<file path="config.mk">
export PLATFORM = sky130hd
export DESIGN_NAME = multicycle_controller
export DESIGN_NICKNAME = d
export VERILOG_FILES = /design/src/rtl/multicycle_controller_pkg.sv /design/src/rtl/multicycle_controller_main_decoder.sv /design/src/rtl/multicycle_controller.sv
export SDC_FILE = /design/constraint.sdc
export NUM_CORES = 1
export LEC_CHECK = 0
export BUFFER_PORTS_ARGS = -buffer_cell sky130_fd_sc_hd__buf_2
export CAP_MARGIN = 20
export CORE_UTILIZATION = 45
export DETAILED_ROUTE_END_ITERATION = 6
export HOLD_SLACK_MARGIN = 0.12
export PLACE_DENSITY = 0.74
export SLEW_MARGIN = 5
export SYNTH_ARGS = -nofsm -noshare
export SYNTH_HDL_FRONTEND = slang
export SYNTH_SLANG_ARGS = --single-unit
</file>
<file path="constraint.sdc">
create_clock -name clk -period 1.75 [get_ports clk]
set_input_delay 0.175 -clock clk [delete_from_list [all_inputs] [get_ports clk]]
set_output_delay 0.175 -clock clk [all_outputs]
set_load 0.1 [all_outputs]
</file>
<file path="src/rtl/multicycle_controller_pkg.sv">
// Shared types for the RV32I multi-cycle controller: flag and ALU-class types,
// FSM state encodings, instruction classes, opcodes and mux select encodings.
package definitions;
    typedef logic flag_t;
endpackage

package alu_definitions;
    typedef enum logic [1:0] {
        DEF_ADD = 2'd0,
        TYPE_I  = 2'd1,
        TYPE_R  = 2'd2,
        PASS_S1 = 2'd3
    } aluOp_t;
endpackage

package ctrl_definitions;
    typedef logic [2:0] state_t;

    localparam state_t ST_INIT   = 3'd0;
    localparam state_t ST_FETCH  = 3'd1;
    localparam state_t ST_DECODE = 3'd2;
    localparam state_t ST_EXEC   = 3'd3;
    localparam state_t ST_MEM    = 3'd4;
    localparam state_t ST_WB     = 3'd5;
    localparam state_t ST_TRAP   = 3'd6;

    typedef enum logic [2:0] {
        CLS_NONE   = 3'd0,
        CLS_R      = 3'd1,
        CLS_I      = 3'd2,
        CLS_LOAD   = 3'd3,
        CLS_STORE  = 3'd4,
        CLS_BRANCH = 3'd5,
        CLS_JAL    = 3'd6,
        CLS_LUI    = 3'd7
    } instr_class_t;

    localparam logic [6:0] OPC_R      = 7'b0110011;
    localparam logic [6:0] OPC_I      = 7'b0010011;
    localparam logic [6:0] OPC_LOAD   = 7'b0000011;
    localparam logic [6:0] OPC_STORE  = 7'b0100011;
    localparam logic [6:0] OPC_BRANCH = 7'b1100011;
    localparam logic [6:0] OPC_JAL    = 7'b1101111;
    localparam logic [6:0] OPC_LUI    = 7'b0110111;

    typedef enum logic [1:0] {
        SRCA_RS1   = 2'd0,
        SRCA_PC    = 2'd1,
        SRCA_OLDPC = 2'd2,
        SRCA_IMM   = 2'd3
    } srcA_t;

    typedef enum logic [1:0] {
        SRCB_RS2  = 2'd0,
        SRCB_IMM  = 2'd1,
        SRCB_FOUR = 2'd2
    } srcB_t;

    typedef enum logic [1:0] {
        WB_ALUOUT = 2'd0,
        WB_MDR    = 2'd1,
        WB_PC     = 2'd2
    } wbSel_t;

    // Classes whose ALU result is checked against alu_op_unit's error flag.
    function automatic logic alu_checked(input instr_class_t cls);
        return (cls == CLS_R) || (cls == CLS_I);
    endfunction
endpackage

</file>
<file path="src/rtl/multicycle_controller_main_decoder.sv">
// Combinational opcode decoder: maps IR[6:0] to an instruction class and
// flags opcodes outside the supported RV32I subset.
module main_decoder
    import ctrl_definitions::*;
(
    input  logic [6:0]   opcode,
    output instr_class_t instr_class,
    output logic         legal
);

    always_comb begin
        instr_class = CLS_NONE;
        legal       = 1'b1;
        case (opcode)
            OPC_R:      instr_class = CLS_R;
            OPC_I:      instr_class = CLS_I;
            OPC_LOAD:   instr_class = CLS_LOAD;
            OPC_STORE:  instr_class = CLS_STORE;
            OPC_BRANCH: instr_class = CLS_BRANCH;
            OPC_JAL:    instr_class = CLS_JAL;
            OPC_LUI:    instr_class = CLS_LUI;
            default:    legal       = 1'b0;
        endcase
    end

endmodule

</file>
<file path="src/rtl/multicycle_controller.sv">
// Multi-cycle RV32I control FSM: sequences fetch/decode/execute/memory/writeback
// over one shared memory port and traps on illegal opcodes or ALU errors.
module multicycle_controller
    import definitions::*;
    import alu_definitions::*;
    import ctrl_definitions::*;
#(
    parameter int INSTRET_W = 32
) (
    input  logic                 clk,
    input  logic                 rstN,
    input  logic [6:0]           opcode,
    input  flag_t                alu_err,
    input  logic                 br_taken,
    input  logic                 mem_ready,
    output logic                 mem_req,
    output logic                 mem_we,
    output logic                 addr_sel,
    output logic                 ir_write,
    output logic                 mdr_write,
    output logic                 pc_write,
    output logic                 pc_src,
    output aluOp_t               alu_op,
    output logic [1:0]           src_a,
    output logic [1:0]           src_b,
    output logic                 reg_write,
    output logic [1:0]           wb_sel,
    output logic                 trap,
    output logic [INSTRET_W-1:0] instret,
    output state_t               state
);

    // Memory handshake: mem_req is the valid; the transfer completes in the
    // cycle mem_ready is high while mem_req is high. Until then the FSM holds
    // its state, so mem_req, mem_we and addr_sel cannot change mid-request.

    state_t       state_q;
    state_t       state_d;
    instr_class_t cls_q;
    instr_class_t dec_class;
    logic         dec_legal;
    logic         retire;

    main_decoder u_main_decoder (
        .opcode      (opcode),
        .instr_class (dec_class),
        .legal       (dec_legal)
    );

    always_ff @(posedge clk or negedge rstN) begin
        if (!rstN) begin
            state_q <= ST_INIT;
            cls_q   <= CLS_NONE;
            instret <= '0;
        end else begin
            state_q <= state_d;
            if (state_q == ST_DECODE) begin
                cls_q <= dec_class;
            end
            if (retire) begin
                instret <= instret + INSTRET_W'(1);
            end
        end
    end

    assign state  = state_q;
    assign pc_src = 1'b0;

    always_comb begin
        state_d   = state_q;
        retire    = 1'b0;
        mem_req   = 1'b0;
        mem_we    = 1'b0;
        addr_sel  = 1'b0;
        ir_write  = 1'b0;
        mdr_write = 1'b0;
        pc_write  = 1'b0;
        alu_op    = DEF_ADD;
        src_a     = SRCA_RS1;
        src_b     = SRCB_RS2;
        reg_write = 1'b0;
        wb_sel    = WB_ALUOUT;
        trap      = 1'b0;

        case (state_q)
            ST_INIT: begin
                state_d = ST_FETCH;
            end

            ST_FETCH: begin
                mem_req = 1'b1;
                src_a   = SRCA_PC;
                src_b   = SRCB_FOUR;
                if (mem_ready) begin
                    ir_write = 1'b1;
                    pc_write = 1'b1;
                    state_d  = ST_DECODE;
                end
            end

            ST_DECODE: begin
                state_d = dec_legal ? ST_EXEC : ST_TRAP;
            end

            ST_EXEC: begin
                case (cls_q)
                    CLS_R: begin
                        alu_op  = TYPE_R;
                        state_d = ST_WB;
                    end
                    CLS_I: begin
                        alu_op  = TYPE_I;
                        src_b   = SRCB_IMM;
                        state_d = ST_WB;
                    end
                    CLS_LOAD, CLS_STORE: begin
                        src_b   = SRCB_IMM;
                        state_d = ST_MEM;
                    end
                    CLS_LUI: begin
                        alu_op  = PASS_S1;
                        src_a   = SRCA_IMM;
                        state_d = ST_WB;
                    end
                    CLS_BRANCH: begin
                        src_a    = SRCA_OLDPC;
                        src_b    = SRCB_IMM;
                        pc_write = br_taken;
                        retire   = 1'b1;
                        state_d  = ST_FETCH;
                    end
                    CLS_JAL: begin
                        // PC already advanced to PC+4 in FETCH, so it is the link value.
                        src_a     = SRCA_OLDPC;
                        src_b     = SRCB_IMM;
                        pc_write  = 1'b1;
                        reg_write = 1'b1;
                        wb_sel    = WB_PC;
                        retire    = 1'b1;
                        state_d   = ST_FETCH;
                    end
                    default: begin
                        state_d = ST_TRAP;
                    end
                endcase
                if (alu_checked(cls_q) && alu_err) begin
                    pc_write  = 1'b0;
                    reg_write = 1'b0;
                    retire    = 1'b0;
                    state_d   = ST_TRAP;
                end
            end

            ST_MEM: begin
                mem_req  = 1'b1;
                addr_sel = 1'b1;
                mem_we   = (cls_q == CLS_STORE);
                if (mem_ready) begin
                    if (cls_q == CLS_STORE) begin
                        retire  = 1'b1;
                        state_d = ST_FETCH;
                    end else begin
                        mdr_write = 1'b1;
                        state_d   = ST_WB;
                    end
                end
            end

            ST_WB: begin
                reg_write = 1'b1;
                wb_sel    = (cls_q == CLS_LOAD) ? WB_MDR : WB_ALUOUT;
                retire    = 1'b1;
                state_d   = ST_FETCH;
            end

            ST_TRAP: begin
                trap    = 1'b1;
                state_d = ST_TRAP;
            end

            default: begin
                state_d = ST_TRAP;
            end
        endcase
    end

endmodule

</file>
==> flow_summary.yaml, run 1 <==
run_status:
  status: "complete, but fails checks"
  violations: "setup timing"
route:
  ant_nets: 0
  wirelength_mm: 7.74
  route.vias.total: 2347
  drt_pass1_iterations: 4
  drc: 0
  drtIter0Drc: 137
  post_drt_wl_per_cell_um: 18.4
  vias_per_cell: 5.59
grt:
  antenna_found_initial: 0
  grt_use_total_pct: 24.4
  grt_pass1_wl_mm: 10.5
  gr-total-overflow: 0
  grt_pass1_vias: 2054
  grt_max_degree: 39
sta:
  max_freq_mhz: 523
  drv_slew: 0
  rsz0062_at_grt: "true"
  fin_ws_ps: -161
  hold_viol_final: 0
  setup_tns_ps: -3790
  whs_ps: 153
  setup_viol: 41
  finalCriticalPeriod_ps: 1910
  clock_skew_ps: 6.68
  period_share_pct: 109
setup_path:
  crit_path_max_fanout: 5
  max_stage_delay_ps: 490
  crit_arrival_ps: 1740
  critical_path_required_ps: 1570
  path_class: "flop to primary output"
  cp_slowest_cell: "dfrtp_4"
  start_kind: "flop"
  path_cells: "and2b_2 > buf_6 > nand2_8 > nor3_4 > or2_4 > buf_12"
  end_kind: "primary output"
power_and_ir_drop:
  power_switching_mw: 4.32
  intPower_mw: 3.36
  pwr-share-clk_pct: 10.2
  p_seq_share_pct: 18.5
  ir_worst_vdd_mv: 1.45
  power.density_nw_per_um2: 1800
  leakagePower_nw: 1.50
  pwr-share-comb_pct: 71.3
  p_sw_share_pct: 56.3
logic_synthesis:
  synthAdderAreaFrac_pct: 0.509
  muxShareOfSynthArea_pct: 0.458
  synth_flop_cell: "dfrtp_1"
  synth-simple-area-share_pct: 21.7
  ys_types: 49
  synth-edff-count: 0
  synth.net_count: 255
  ys_ff_latch: 38
  synth_area_um2: 2460
  async_flop_share_pct: 100
  synth_compound_area_share_pct: 20.7
  ys_warn_count: 0
  avgSynthCellArea_um2: 10.1
  ys_seq_area_share_pct: 38.7
  synth-xor-area-share_pct: 12.9
  synth_cells: 242
  synth_top_family_by_area: "simple AND/OR/NAND/NOR gates"
placement:
  io_buffer_count: 62
  hpwlAfterDp_mm: 4.74
  post-place-ws_ps: -3.35
  gp_congestion: 0.816
cells_and_area:
  area_growth_pct: 73.6
  layout-drive-gt1-share_pct: 64.0
  diodes: 0
  finalNetCount: 362
  final_util_pct: 82.4
cts:
  clock_latency_ps: 290
  numCtsBuffers: 5
  path_clk_slew_ps: 80
  cts.htree.levels: 2
  cts_sinks: 38
  cts_tree: "built"
  cts_root_buf: "clkbuf_8"
  cts.path.max_buffers: 2
die:
  die_h_um: 75.9
  dieWidth_um: 75.9
  rows: 26
  pin_count: 64
  start_util_pct: 47.5
  core_um2: 5170
  dieArea_um2: 5760
min_path:
  min-delay-path-class: "input pin to flop"
run:
  max-cap-violations: 0
-- final timing paths --
check | startpoint | slack (ps) | cells after the start | end
worst max register to register | state[0] | -140 | 6 | instret[1]
worst max-delay path | state[2] | -160 | 6 | reg_write
worst min-delay path | opcode[3] | 150 | 2 | cls_q[0]
min in group asynchronous | rstN | 460 | 3 | instret[6]
max in group asynchronous | rstN | 900 | 3 | state[0]
worst min register to register | instret[12] | 490 | 1 | instret[12]
-- power by group through the flow --
| stage | logic, mW | clock network [mW] | registers (mW) |
|---|---|---|---|
| CTS | 5.07 | 0.797 | 1.39 |
| finish | 5.48 | 0.787 | 1.42 |
| detailed placement | 4.93 | 0 | 1.41 |
| global route | 5.69 | 0.830 | 1.46 |
| floorplan | 2.44 | 0 | 2.60 |
| global placement | 4.87 | 0 | 1.40 |
-- state kept, by name (all words and copies together) (netlist names) --
name,flops
instret,32
cls_q,3
state,3
-- metal layers --
metal	global-route usage, %	vias to the layer above	part of all wire, %
met5	0	-	0
met4	5.97	0	2.2
met3	3.70	16	2.5
met2	39.0	55	52
met1	34.8	1186	44
li1	-	1090	-
-- synth_stat cells, types with 4 or more instances --
master     count  area (µm²)
nand3_1        9        45.0
o21ai_0        6        30.0
a211oi_1      11        82.6
and2_1         5        31.3
nor2_1        10        37.5
inv_1          7        26.3
a21oi_1        9        45.0
clkbuf_1       7        26.3
nand4_1        5        31.3
and4_1         6        52.6
nand2_1       26        97.6
dfrtp_1       38         951
nand2b_1       4        25.0
xor2_1        30         263
a2111oi_2     16         240
nor3b_1        5        37.5
-- metrics by stage --
stage | std cells | area (µm²) | total power, mW
detailed placement | 398 | 3840 | 6.34
CTS | 408 | 4040 | 7.25
finish | 420 | 4260 | 7.68
global placement | 398 | 3840 | 6.26
global route | 420 | 4260 | 7.98
floorplan | 242 | 3000 | 5.04
-- area by class of cell --
cell class	count	area (µm²)
multi-input combinational	181	1870
clock inverter	1	30.0
timing repair buffer	116	1130
tap	70	87.6
clock buffer	7	86.3
sequential	38	1030
fill	271	908
inverter	7	26.3
-- kinds of logic (layout without fill, tap and decap cells) --
family / Yosys count / count (layout)
buf+inv: 23 / 131
compound gates: 55 / 55
xor+xnor: 34 / 34
mux: 1 / 1
flops: 38 / 38
simple gates: 89 / 89
other cells: 1 / 1
fa+ha+maj: 1 / 1
-- what timing repair did --
action,CTS,global route
gates cloned,0,4
hold buffers,1,0
gates resized for setup,15,20
endpoints found under the hold margin,38,0
pin swaps,4,13
setup endpoints to repair,19,37
setup buffers,1,8
-- worst max-delay path, delay by kind of cell (launching register included) --
| family | cells | cell delay (ps) |
|---|---|---|
| AND/OR/NAND/NOR | 4 | 640 |
| buffers and inverters | 2 | 300 |
| flip-flops | 1 | 490 |
-- layout by cell type (no fill, tap or decap), types with 3 or more instances in the layout --
master and instances:
nand2b_1 3, a2111oi_4 16, inv_1 7, nand4_1 5
xor2_1 29, a211oi_4 3, dfrtp_1 6, nand3_1 9
nor2_4 3, nor3b_4 5, nand2_2 3, dfrtp_2 17
a21oi_2 4, o21ai_0 6, buf_12 22, nand4_4 3
buf_2 47, and4_1 6, buf_4 30, a21oi_1 5
nor2_1 5, xnor2_1 3, dfrtp_4 15, clkbuf_8 6
a211oi_2 7, buf_6 13, clkbuf_16 3, nand2_1 21
Power figures use the tool's default switching activity.
==> run 2: changes to the inputs <==
--- a/config.mk
+++ b/config.mk
@@ -5,7 +5,7 @@
 export SDC_FILE = /design/constraint.sdc
 export NUM_CORES = 1
 export LEC_CHECK = 0
-export BUFFER_PORTS_ARGS = -buffer_cell sky130_fd_sc_hd__buf_2
+export BUFFER_PORTS_ARGS = -buffer_cell sky130_fd_sc_hd__buf_4
 export CAP_MARGIN = 20
 export CORE_UTILIZATION = 45
 export DETAILED_ROUTE_END_ITERATION = 6
==> run 2 against run 1 <==
  * The flow still finishes with violations (setup timing)
  * Hold slack improved by 69 ps
  * Clock power is 2% higher
  * Worst setup slack lost 41 ps
  * Core utilization down 0.65 points
  * Fmax is 2.1% lower
  * Clock skew hardly changed
  * Count of clock-buffer cells in the layout is the same
==> flow_summary.yaml, run 2 (synthesis results as in run 1) <==
run_status:
  status: "complete, but fails checks"
  violations: "setup timing"
run:
  max-cap-violations: 0
setup_path:
  crit_family: "simple AND/OR/NAND/NOR gates"
  cp_slowest_cell: "dfrtp_4"
  crit_arrival_ps: 1780
  start_kind: "flop"
  path_buf_inv: 2
  rr_worst_depth: 6
  worst-path-stages: 6
  path_class: "flop to primary output"
  path_cells: "and2b_2 > buf_6 > nand2_8 > nor3_4 > or2_4 > buf_12"
  max_stage_delay_ps: 490
  critical_path_required_ps: 1570
  end_kind: "primary output"
  crit_path_max_fanout: 5
placement:
  gp_congestion: 0.795
  dp.cells: 394
  dpl_cell_area_um2: 3730
  hpwlAfterDp_mm: 4.74
  io_buffer_count: 62
grt:
  grt_max_degree: 39
  antenna_found_initial: 0
  grt_pass1_wl_mm: 11.0
  gr-total-overflow: 0
  grt_pass1_vias: 2202
  grt_use_total_pct: 26.0
min_path:
  hold_path_depth: 4
  min-delay-path-class: "input pin to flop"
route:
  drt_pass1_iterations: 4
  wirelength_mm: 7.92
  vias_per_cell: 5.63
  drtIter0Drc: 81
  post_drt_wl_per_cell_um: 19.0
  route.vias.total: 2340
  ant_nets: 0
  drc: 0
die:
  core_um2: 5170
  pin_count: 64
  start_util_pct: 47.5
  dieArea_um2: 5760
  dieWidth_um: 75.9
  die_h_um: 75.9
  rows: 26
cts:
  clock_latency_ps: 300
  cts.path.max_buffers: 2
  path_clk_slew_ps: 70
  cts_root_buf: "clkbuf_8"
  cts_tree: "built"
  cts_sinks: 38
  cts.htree.levels: 2
  numCtsBuffers: 5
power_and_ir_drop:
  ir_worst_vdd_mv: 1.38
  finalPower_mw: 7.53
  power.density_nw_per_um2: 1780
  leakagePower_nw: 1.52
cells_and_area:
  layout-drive-gt1-share_pct: 62.4
  diodes: 0
  n_fill_cell: 281
  layout_common_cells: "buf_4 (73), xor2_1 (30), nand2_1 (22), buf_6 (18), dfrtp_2 (17)"
  top_register: "instret"
  final_cells: 416
  area_growth_pct: 72.2
  finalNetCount: 358
  fin_area_um2: 4230
  largest_reg_flops: 32
  final_common_cell: "buf_4"
sta:
  finalCriticalPeriod_ps: 1950
  setup_viol: 29
  rsz0062_at_grt: "true"
  hold_viol_final: 0
  slew_headroom_pct: 66.2
  period_share_pct: 112
  fin_ws_ps: -201
  worst_pin_slew_ps: 506
  drv_slew: 0
  max_freq_mhz: 512
  clock_skew_ps: 7.01
-- run 2: changes by cell type in the layout (fill, tap and decap cells not counted), sizes merged --
cell / delta
dlygate4sd3: +1
buf: -2
clkbuf: -3
-- run 2: area by class of cell --
cell class	count	area, µm²	area share [%]
Clock buffer	7	86.3	2.04
Clock inverter	1	30.0	0.710
Sequential cell	38	1030	24.3
Inverter	7	26.3	0.621
Multi-Input combinational cell	181	1840	43.5
Timing Repair Buffer	112	1130	26.7
Tap cell	70	87.6	2.07
-- run 2: metal layers --
layer  vias up  wire length, µm  global-route usage (%)  part of all wire (%)
met4         0              135                    8.02                   1.7
met3        16              253                    5.03                   3.2
met5         -                0                       0                     0
li1       1086                -                       -                     -
met2        60             4080                    43.6                    51
met1      1178             3450                    33.9                    44
-- run 2: final timing paths --
| kind | start | end | slack, ps |
|---|---|---|---|
| worst max-delay path | state[2] | reg_write | -200 |
| worst min-delay path | opcode[4] | cls_q[0] | 220 |
| worst max register to register | state[2] | instret[20] | -170 |
| worst min register to register | instret[26] | instret[26] | 480 |
| max in group asynchronous | rstN | instret[16] | 970 |
| min in group asynchronous | rstN | state[1] | 390 |
-- run 2: tightest hold or removal path, stage by stage --
cell and delay (ps):
buf_4 100, o31ai_1 80, nand2_1 60, o21ai_0 60
-- run 2: repair_timing --
item	4_1_cts	5_1_grt
endpoints found under the hold margin	39	0
hold buffers	2	0
buffers inserted	3	10
endpoints found under the setup margin	29	38
pin swaps	2	19
gates resized for setup	36	31
-- run 2: where the power goes --
group / switching (mW) / leakage, nW / internal (mW)
Clock: 0.334 / 0.0585 / 0.465
Sequential: 0.266 / 0.366 / 1.16
Combinational: 3.65 / 1.10 / 1.66
-- run 2: stage by stage --
step | setup TNS (ps) | setup slack [ps] | hold WS, ps | utilization, %
CTS | -1070 | -102 | 217 | 78.2
global placement | 0 | 52.7 | 175 | 72.1
finish | -2780 | -201 | 222 | 81.8
floorplan | -13300 | -805 | -121 | -
detailed placement | -258 | -39.9 | 180 | 72.1
global route | -4810 | -246 | 235 | 81.8
==> run 3: changes to the inputs <==
--- a/config.mk
+++ b/config.mk
@@ -11,6 +11,7 @@
 export DETAILED_ROUTE_END_ITERATION = 6
 export HOLD_SLACK_MARGIN = 0.12
 export PLACE_DENSITY = 0.74
+export SKIP_CTS_REPAIR_TIMING = 1
 export SLEW_MARGIN = 5
 export SYNTH_ARGS = -nofsm -noshare
 export SYNTH_HDL_FRONTEND = slang
==> run 3 against run 2 <==
  * The run still ends with setup timing left
  * Flip-flop and latch count is the same
  * Die area did not move
  * Sequential share of layout area up 0.73 points
  * Sequential power about the same
  * Design area fell by 2.9%
  * Largest cell class unchanged
==> flow_summary.yaml, run 3 (synthesis results as in run 1) <==
cells_and_area:
  area_growth_pct: 67.2
  finalNetCount: 352
  diodes: 0
  layout-drive-gt1-share_pct: 61.5
  largest_reg_flops: 32
  final_cells: 410
  final_common_cell: "buf_4"
  top_register: "instret"
  final_util_pct: 79.4
  fin_area_um2: 4110
  layout_common_cells: "buf_4 (75), xor2_1 (30), nand2_1 (23), dfrtp_2 (17), a2111oi_4 (16)"
setup_path:
  cpMostUsedCell: "buf_6"
  cp_slowest_cell: "dfrtp_4"
  crit_arrival_ps: 1740
  path_buf_inv: 2
  r2r-start: "state[2]"
  end_kind: "primary output"
  max_stage_delay_ps: 480
  crit_family: "simple AND/OR/NAND/NOR gates"
  rrSetupSlack_ps: -40
  start_kind: "flop"
  path_cells: "and2b_2 > buf_6 > nand2_8 > nor3b_2 > buf_6"
  path_class: "flop to primary output"
  critical_path_required_ps: 1570
  crit_path_max_fanout: 5
  r2r_end: "instret[20]"
  rr_worst_depth: 6
sta:
  max_freq_mhz: 521
  clock_skew_ps: 5.90
  setup_viol: 13
  fin_ws_ps: -169
  finalCriticalPeriod_ps: 1920
  rsz0062_at_grt: "true"
  whs_ps: 117
  hold_viol_final: 0
  period_share_pct: 110
  drv_slew: 0
  setup_tns_ps: -1010
placement:
  io_buffer_count: 62
  post-place-ws_ps: -39.9
  dpl_cell_area_um2: 3730
  gp_congestion: 0.795
  dp.cells: 394
  hpwlAfterDp_mm: 4.74
grt:
  grt_max_degree: 39
  grt_use_total_pct: 23.4
  grt_pass1_wl_mm: 10.1
  grt_pass1_vias: 2110
  antenna_found_initial: 0
  gr-total-overflow: 0
cts:
  cts_tree: "built"
  numCtsBuffers: 5
  cts_sinks: 38
  clock_latency_ps: 300
  cts.htree.levels: 2
  cts_root_buf: "clkbuf_8"
  cts.path.max_buffers: 2
  path_clk_slew_ps: 70
die:
  core_um2: 5170
  start_util_pct: 47.5
  rows: 26
  die_h_um: 75.9
  pin_count: 64
  dieArea_um2: 5760
  dieWidth_um: 75.9
route:
  drtIter0Drc: 108
  drc: 0
  drt_pass1_iterations: 4
  route.vias.total: 2308
  wirelength_mm: 7.19
  ant_nets: 0
  vias_per_cell: 5.63
  post_drt_wl_per_cell_um: 17.5
run_status:
  violations: "setup timing"
  status: "complete, but fails checks"
run:
  max-cap-violations: 0
power_and_ir_drop:
  ir_worst_vdd_mv: 1.37
  finalPower_mw: 7.31
  leakagePower_nw: 1.46
  power.density_nw_per_um2: 1780
min_path:
  min_from: "opcode[3]"
  hold_path_depth: 2
  hold_end: "cls_q[0]"
  min-delay-path-class: "input pin to flop"
-- run 3: how the worst max path moves through the flow --
stage | from | to | slack, ps | cells past startpoint
detailed placement | cls_q[0] | instret[24] | -40 | 5
global route | state[2] | src_a[1] | -230 | 5
floorplan | state[2] | reg_write | -800 | 5
finish | state[2] | src_a[1] | -170 | 5
global placement | cls_q[0] | instret[24] | 50 | 5
CTS | cls_q[0] | pc_write | -260 | 5
-- run 3: where the power goes --
group / leakage (nW) / switching, mW / internal [mW]
combinational: 1.04 / 3.57 / 1.54
sequential: 0.366 / 0.254 / 1.16
clock: 0.0585 / 0.321 / 0.465
-- run 3: worst register-to-register path: stages, from the launching register on --
cell and delay [ps]:
dfrtp_4 480, and2b_2 250, nand4_4 130, buf_6 160, buf_8 130, a2111oi_4 350
xor2_1 210
-- run 3: cell type report --
class | count | area [µm²]
sequential | 38 | 1030
timing repair buffer | 106 | 1040
clock inverter | 1 | 30.0
clock buffer | 7 | 86.3
multi-input combinational | 181 | 1810
inverter | 7 | 26.3
fill | 315 | 1070
tap | 70 | 87.6
-- run 3: layer usage --
metal  share of wire (%)  GRT usage, %  up-vias
met5                   0             0        -
met4                 1.1          6.17        0
met3                 4.1          4.63       10
met2                  51          38.2       62
met1                  43          31.9     1164
li1                    -             -     1072
